## config.mk

```make
export PLATFORM = sky130hd
export DESIGN_NAME = database_scheduler
export DESIGN_NICKNAME = d
export VERILOG_FILES = /design/src/rtl/database_scheduler.sv
export SDC_FILE = /design/constraint.sdc
export NUM_CORES = 1
export LEC_CHECK = 0
export BUFFER_PORTS_ARGS = -buffer_cell sky130_fd_sc_hd__buf_2
export CORE_MARGIN = 3
export CORE_UTILIZATION = 55
export DETAILED_ROUTE_END_ITERATION = 8
export PLACE_DENSITY = 0.78
export SETUP_SLACK_MARGIN = 0.4
export SLEW_MARGIN = 30
export SYNTH_ARGS = -nofsm -noshare
export SYNTH_HDL_FRONTEND = slang
export SYNTH_SLANG_ARGS = --single-unit
```

## constraint.sdc

```tcl
create_clock -name clk -period 10.7 [get_ports clk]
set_input_delay 2.14 -clock clk [delete_from_list [all_inputs] [get_ports clk]]
set_output_delay 2.14 -clock clk [all_outputs]
set_load 0.02 [all_outputs]
```

## src/rtl/database_scheduler.sv

```systemverilog
`default_nettype none
// ============================================================================
//  Module      : database_scheduler
//  Description : Round-robin arbiter for the shared Haar classifier database.
//                Grants one scale engine at a time, restarts the database
//                indices, enables the sweep until every stage reports end,
//                and pulses a per-requester done. Aborts cleanly when the
//                owner withdraws its request.
//  Revision    : 1.0 - initial release
// ============================================================================
module database_scheduler #(
    parameter int NUM_REQ    = 5,
    parameter int NUM_STAGES = 25,
    parameter int GAP_CYCLES = 2
) (
    input  logic                  clk,
    input  logic                  reset,
    input  logic [NUM_REQ-1:0]    database_request,
    input  logic [NUM_STAGES-1:0] end_database,
    output logic [NUM_REQ-1:0]    o_grant,
    output logic [2:0]            o_grant_index,
    output logic                  o_database_reset,
    output logic                  o_database_enable,
    output logic [NUM_REQ-1:0]    o_sweep_done,
    output logic                  o_busy
);

    // Gap counter only ever holds GAP_CYCLES-1 down to 0.
    localparam int                c_CNT_W    = (GAP_CYCLES > 1) ? $clog2(GAP_CYCLES) : 1;
    localparam logic [c_CNT_W-1:0] c_GAP_LOAD = c_CNT_W'(GAP_CYCLES - 1);
    // Pointer starts at the last requester so the first search begins at 0.
    localparam logic [2:0]        c_PTR_INIT = 3'(NUM_REQ - 1);

    typedef enum logic [1:0] {
        S_IDLE    = 2'd0,
        S_RESTART = 2'd1,
        S_SWEEP   = 2'd2,
        S_RELEASE = 2'd3
    } state_t;

    state_t               state_q, state_d;
    logic [2:0]           ptr_q, ptr_d;
    logic [2:0]           idx_q, idx_d;
    logic [c_CNT_W-1:0]   cnt_q, cnt_d;
    logic [NUM_REQ-1:0]   grant_q, grant_d;
    logic [NUM_REQ-1:0]   done_q, done_d;

    logic                 w_found;
    logic [2:0]           w_sel_idx;
    int                   w_cand;
    logic                 w_owner_req;
    logic                 w_all_end;

    // Owner's request is isolated through the one-hot grant, so non-owner
    // requests cannot influence an active sweep.
    assign w_owner_req = |(grant_q & database_request);
    assign w_all_end   = &end_database;

    // Round-robin search: first set request strictly after ptr, wrapping.
    always_comb begin
        w_found   = 1'b0;
        w_sel_idx = '0;
        w_cand    = 0;
        for (int k = 1; k <= NUM_REQ; k++) begin
            w_cand = (int'(ptr_q) + k) % NUM_REQ;
            if (!w_found && |(database_request & (NUM_REQ'(1) << w_cand))) begin
                w_found   = 1'b1;
                w_sel_idx = 3'(w_cand);
            end
        end
    end

    // Next-state logic; outputs are all decoded from registers below.
    always_comb begin
        state_d = state_q;
        ptr_d   = ptr_q;
        idx_d   = idx_q;
        cnt_d   = cnt_q;
        grant_d = grant_q;
        done_d  = '0;
        case (state_q)
            S_IDLE: begin
                if (w_found) begin
                    grant_d = NUM_REQ'(1) << w_sel_idx;
                    idx_d   = w_sel_idx;
                    ptr_d   = w_sel_idx;
                    state_d = S_RESTART;
                end
            end
            S_RESTART: begin
                if (!w_owner_req) begin
                    grant_d = '0;
                    cnt_d   = c_GAP_LOAD;
                    state_d = S_RELEASE;
                end else begin
                    state_d = S_SWEEP;
                end
            end
            S_SWEEP: begin
                // Completion takes priority over a same-cycle withdrawal.
                if (w_all_end) begin
                    done_d  = grant_q;
                    grant_d = '0;
                    cnt_d   = c_GAP_LOAD;
                    state_d = S_RELEASE;
                end else if (!w_owner_req) begin
                    grant_d = '0;
                    cnt_d   = c_GAP_LOAD;
                    state_d = S_RELEASE;
                end
            end
            S_RELEASE: begin
                if (cnt_q == '0) begin
                    state_d = S_IDLE;
                end else begin
                    cnt_d = cnt_q - 1'b1;
                end
            end
            default: begin
                grant_d = '0;
                state_d = S_IDLE;
            end
        endcase
    end

    // State and grant registers; asynchronous reset drops everything at once.
    always_ff @(posedge clk or negedge reset) begin
        if (!reset) begin
            state_q <= S_IDLE;
            ptr_q   <= c_PTR_INIT;
            idx_q   <= '0;
            cnt_q   <= '0;
            grant_q <= '0;
            done_q  <= '0;
        end else begin
            state_q <= state_d;
            ptr_q   <= ptr_d;
            idx_q   <= idx_d;
            cnt_q   <= cnt_d;
            grant_q <= grant_d;
            done_q  <= done_d;
        end
    end

    assign o_grant           = grant_q;
    assign o_grant_index     = idx_q;
    assign o_database_reset  = (state_q == S_RESTART);
    assign o_database_enable = (state_q == S_SWEEP);
    assign o_sweep_done      = done_q;
    assign o_busy            = (state_q != S_IDLE);

endmodule
`default_nettype wire

```

== After elaboration in Yosys (flattened, before gate mapping) ==
Index checks and enable logic that the tools add are counted.
Storage, ports and cells
  word-level logic and storage cells: 83
  register bits: 19
  input bits: 32
Operators by class
  shifts and indexed selects: 6
  bitwise logic cells: 6
  add/subtract/negate cells: 6
  eq/ne operators: 6
  div/mod/pow operators: 5
  mux-type cells: 26
  reduce and logical (&&, ||, !) cells: 22
Operators with widths (number)
  modulo 32 x 4 -> 32 bit, second input constant: 5
  left shift 1 x 32 -> 5 bit, first input constant: 5
  AND 5 bit: 6
  OR reduction 5 bit: 6
  two-way mux 5 bit: 5
  AND reduction 25 bit: 1
  two-way mux 3 bit: 5
  case mux 5 bit (3 select lines): 1
  two-way mux 1 bit: 9
  adder 3 x 2 -> 4 bit, second input constant: 2
  adder 3 x 3 -> 4 bit, second input constant: 2
  two-way mux 2 bit: 4
  case mux 2 bit (4 select lines): 1
  nonzero test 3 bit: 2
  left shift 1 x 3 -> 5 bit, first input constant: 1
  adder 3 x 1 -> 4 bit, second input constant: 1
  == test 2 bit, second input constant: 2
  logical AND 1 bit: 4
  zero test 1 bit: 4
  != test 2 bit, second input constant: 2
  AND reduction 2 bit: 2
  != test 3 x 2 -> 1 bit, second input constant: 1
  case mux 1 bit (3 select lines): 1
  AND reduction 3 bit: 1
  4 further kinds: 4

== Depth between registers and ports, before layout ==
  word-level depth: 21
  depth in mapped cells: 20

== Worst setup path before layout ==
OpenSTA, ideal clock, no wires.
  path type: flip-flop to flip-flop
  start point: register ptr_q[1]
  end point: register state_q[1]
  setup time: 0.125 ns
  cell stages (with the launch flop): 19
  buffers on the path: 2
  period minus slack after synthesis: 5.113 ns
  data required time: 10.575 ns
  slack: 5.587 ns
  arrival: 4.989 ns
  path through: dfrtp_1 -> clkbuf_1 -> inv_1 -> ha_1 -> ha_1 -> nor4b_1 -> or3_1 -> xnor2_1 -> ha_1 -> clkbuf_1 -> a221oi_1 -> a21bo_2 -> mux2i_4 -> mux4_2 -> nand2_1 -> a41oi_2 -> nor3_2 -> a221o_1 -> mux2_2
On the way
  longest elaborated chain between the ends: 20
  elaborated cells on any way between the ends: 40
  classes of those cells: add/sub: 5; div: 5; eq/ne: 1; shift: 5; mux: 5; bitwise: 5; reduce/logical: 14
Ends and longest elaborated chain
  from (decl): RTL line 42  | logic [2:0] ptr_q, ptr_d;
  from (signal assigned): RTL line 130  | ptr_q <= c_PTR_INIT;
  from (signal assigned): RTL line 137  | ptr_q <= ptr_d;
  adder 3 x 1 -> 4 bit: RTL line 65  | w_cand = (int'(ptr_q) + k) % NUM_REQ;
  modulo 32 x 4 -> 32 bit: RTL line 65
  left shift 1 x 32 -> 5 bit: RTL line 66  | if (!w_found && |(database_request & (NUM_REQ'(1) << w_cand))) begin
  AND 5 bit: RTL line 66
  OR reduction 5 bit: RTL line 66
  two-way mux 1 bit: RTL line 66
  zero test 1 bit: RTL line 66
  logical AND 1 bit: RTL line 66
  (+4 left out)
  zero test 1 bit: RTL line 66
  logical AND 1 bit: RTL line 66
  two-way mux 1 bit: RTL line 66
  zero test 1 bit: RTL line 66
  logical AND 1 bit: RTL line 66
  two-way mux 1 bit (*): RTL line 66
  != test 2 bit (no line) (*)
  AND reduction 3 bit (no line) (*)
  to (signal assigned): RTL line 136  | state_q <= state_d;
  to (decl): RTL line 41  | state_t state_q, state_d;
Mark *: on every way between the ends. The rest lies on a longest branch, timed or not.
A chain may end at the register's enable or synchronous reset.

== Worst setup path after layout ==
  start point: register ptr_q[0]
  end point: register state_q[1]
Same word-level chain as after synthesis.

==> results.py <==
metrics = {
    "cts": {
        "cts_tree": "done",
        "htree_levels": 1,
        "cts_buffer_depth": 2,
        "worstSkewPairLatency_ns": 0.25,
        "post-cts-setup-buffer-count": 0,
        "post_cts_resize_count": 0,
        "cts_buffers": 3,
        "clock-sinks": 17,
        "cts.reportedPaths.clkPinSlew_ns": 0.07,
        "cts_root_buf": "clkbuf_8",
        "postCtsHoldBufs": 0,
    },
    "sta": {
        "maxSlewViolCount": 0,
        "rsz0062_at_grt": "no",
        "slew-limit-headroom": 0.512,
        "fin_crit_ns": 6.23,
        "finalSetupViolations": 0,
        "clock_skew_ns": 0.00183,
        "worst_pin_slew_ns": 0.732,
        "final.setup.worst_slack_ns": 4.47,
        "fin_tns_setup_ns": 0,
        "min_period_over_period": 0.582,
        "finalHoldViolations": 0,
        "max_freq_mhz": 161,
    },
    "final_layout": {
        "fin_cells": 526,
        "syn2layout_area_growth_pct": 7.82,
        "drive_gt1_frac": 0.178,
        "final_area_mm2": 0.00348,
        "antenna_cells": 0,
        "nets": 516,
    },
    "drt": {
        "wl_per_cell_um": 16.3,
        "wirelength_um": 8590,
        "dr.pass1.iters": 7,
        "vias": 3457,
        "drtIter0Drc": 289,
        "drc": 0,
        "vias_per_cell": 6.57,
        "ant_nets": 0,
    },
    "placed_design": {
        "placed_cells": 522,
        "port_buffers": 47,
        "dp_worst_setup_slack_ns": 4.57,
        "gp_congestion": 0.914,
        "hpwl_um": 6570,
        "placed_cell_area_mm2": 0.00344,
    },
    "synthesis": {
        "synth_edf_count": 0,
        "synthDominantCellAreaShare": 0.124,
        "ys_seq_area_frac": 0.132,
        "synthTopCellsByArea": "dfrtp_1, ha_1, a21oi_1",
        "synth_largest_area_cell": "dfrtp_1",
        "syn_nets": 489,
        "yosysUniqueCellTypes": 81,
        "ys.flop_type": "dfrtp_1",
        "synth_area_mm2": 0.00323,
        "synth_warnings": 0,
        "synth_cells": 428,
        "ys_seq_elements": 17,
        "synth.most_common_cell": "nand2_1",
        "synth_common_cells": "nand2_1, nor2_1, a21oi_1",
        "async_flop_share": 1.00,
        "avgSynthCellArea_um2": 7.55,
    },
    "floorplan": {
        "die_h_um": 82.7,
        "die_w_um": 82.7,
        "rows": 27,
        "core_area_mm2": 0.00561,
        "die_area_mm2": 0.00683,
        "ios": 48,
        "start_util": 0.576,
    },
    "grt": {
        "grt_pass1_vias": 2938,
        "grt_usage": 0.246,
        "grt_overflow": 0,
        "antenna_found_initial": 0,
        "grt_max_degree": 40,
        "grt_pass1_wl_um": 13600,
    },
    "critical_path": {
        "critPathMaxFanout": 39,
        "critPathCaptureType": "register",
        "critPathKind": "reg2reg",
        "cp.required_ns": 10.84,
        "startpoint_type": "register",
        "cp.arrival_ns": 6.37,
    },
    "job": {
        "max_cap_violations": 0,
    },
    "status": {
        "status": "finished clean",
    },
    "worst_hold_path": {
        "hold_class": "reg2reg",
    },
}
layout make-up:
type                    count  area (um^2)
multi-input cells         360         2580
fillers                   488         2120
flip-flops and latches     17          427
repair buffers             48          243
inverters                  25         93.8
well taps                  72         90.1
clock buffers               3         41.3
clock inverters             1         5.00
cell usage in the layout (no fill, tap or decap), types with 6 or more instances in the layout:
cell and n:
o21ai_0 18, a31oi_1 8, nand2_1 38, xnor2_1 9
nor3_1 10, a21oi_1 30, inv_1 22, dfrtp_1 16
mux2i_1 14, buf_2 47, nand2b_1 9, ha_1 29
or3_1 8, nor2b_1 6, and3_1 13, nand4_1 9
o211ai_1 6, nand3_1 9, o31ai_1 9, nor2_1 35
flip-flops by register name, indices dropped and copies added (netlist names):
register and flops:
state_q 2, o_sweep_done 5, ptr_q 3, o_grant 5, cnt_q 1, o_grant_index 1
cells by family (layout without fill, tap and decap cells):
group,after synthesis,count (layout),share of synthesized area
simple gates,164,164,0.264
fa+ha+maj,29,29,0.112
xor+xnor,12,12,0.0407
flops,17,17,0.132
mux,20,20,0.0712
compound gates,135,135,0.312
buf+inv,51,77,0.0681
path summary, 6_finish.rpt:
check	slack, ns	depth (start not counted)	start	end
max in group asynchronous	8.59	1	reset	ptr_q[2]$_DFFE_PN1P_
hold / removal	0.52	2	o_grant_index[2]$_DFFE_PN0P_	o_grant_index[2]$_DFFE_PN0P_
setup / recovery	4.47	19	ptr_q[0]$_DFFE_PN0P_	state_q[1]$_DFFE_PN0P_
min in group asynchronous	1.80	1	reset	o_sweep_done[4]$_DFF_PN0_
hold reg to reg	0.52	2	o_grant_index[2]$_DFFE_PN0P_	o_grant_index[2]$_DFFE_PN0P_
setup reg to reg	4.47	19	ptr_q[0]$_DFFE_PN0P_	state_q[1]$_DFFE_PN0P_
per-layer routing:
metal / wire length [um] / up-vias / track usage / part of all wire
met5: 0 / - / 0 / 0
met4: 79 / 0 / 0.0261 / 0.0092
met3: 537 / 13 / 0.0152 / 0.063
met2: 4060 / 154 / 0.419 / 0.47
met1: 3910 / 1629 / 0.352 / 0.45
li1: - / 1661 / - / -
through the flow:
step            util  hold WS (ns)
2_1_floorplan      -         0.506
3_3_place_gp   0.613         0.485
3_5_place_dp   0.613         0.500
4_1_cts        0.621         0.518
5_1_grt        0.621         0.553
6_report       0.621         0.515
worst max-delay path: stages (launching register included):
cell,delay (ns)
dfrtp_1,0.58
buf_4,0.45
ha_1,0.58
xnor2_2,0.22
inv_2,0.17
ha_1,0.27
nor4b_1,0.09
or3_1,0.43
xnor2_1,0.40
ha_1,0.26
inv_1,0.06
a221oi_1,0.25
a21bo_2,0.23
mux2i_4,0.32
mux4_2,0.54
nand2_1,0.09
a41oi_2,0.18
nor3_2,0.37
a221o_1,0.27
mux2_2,0.34
Power is not shown: default switching activity piles up to over one toggle a cycle in this logic, so the estimate is an artifact.
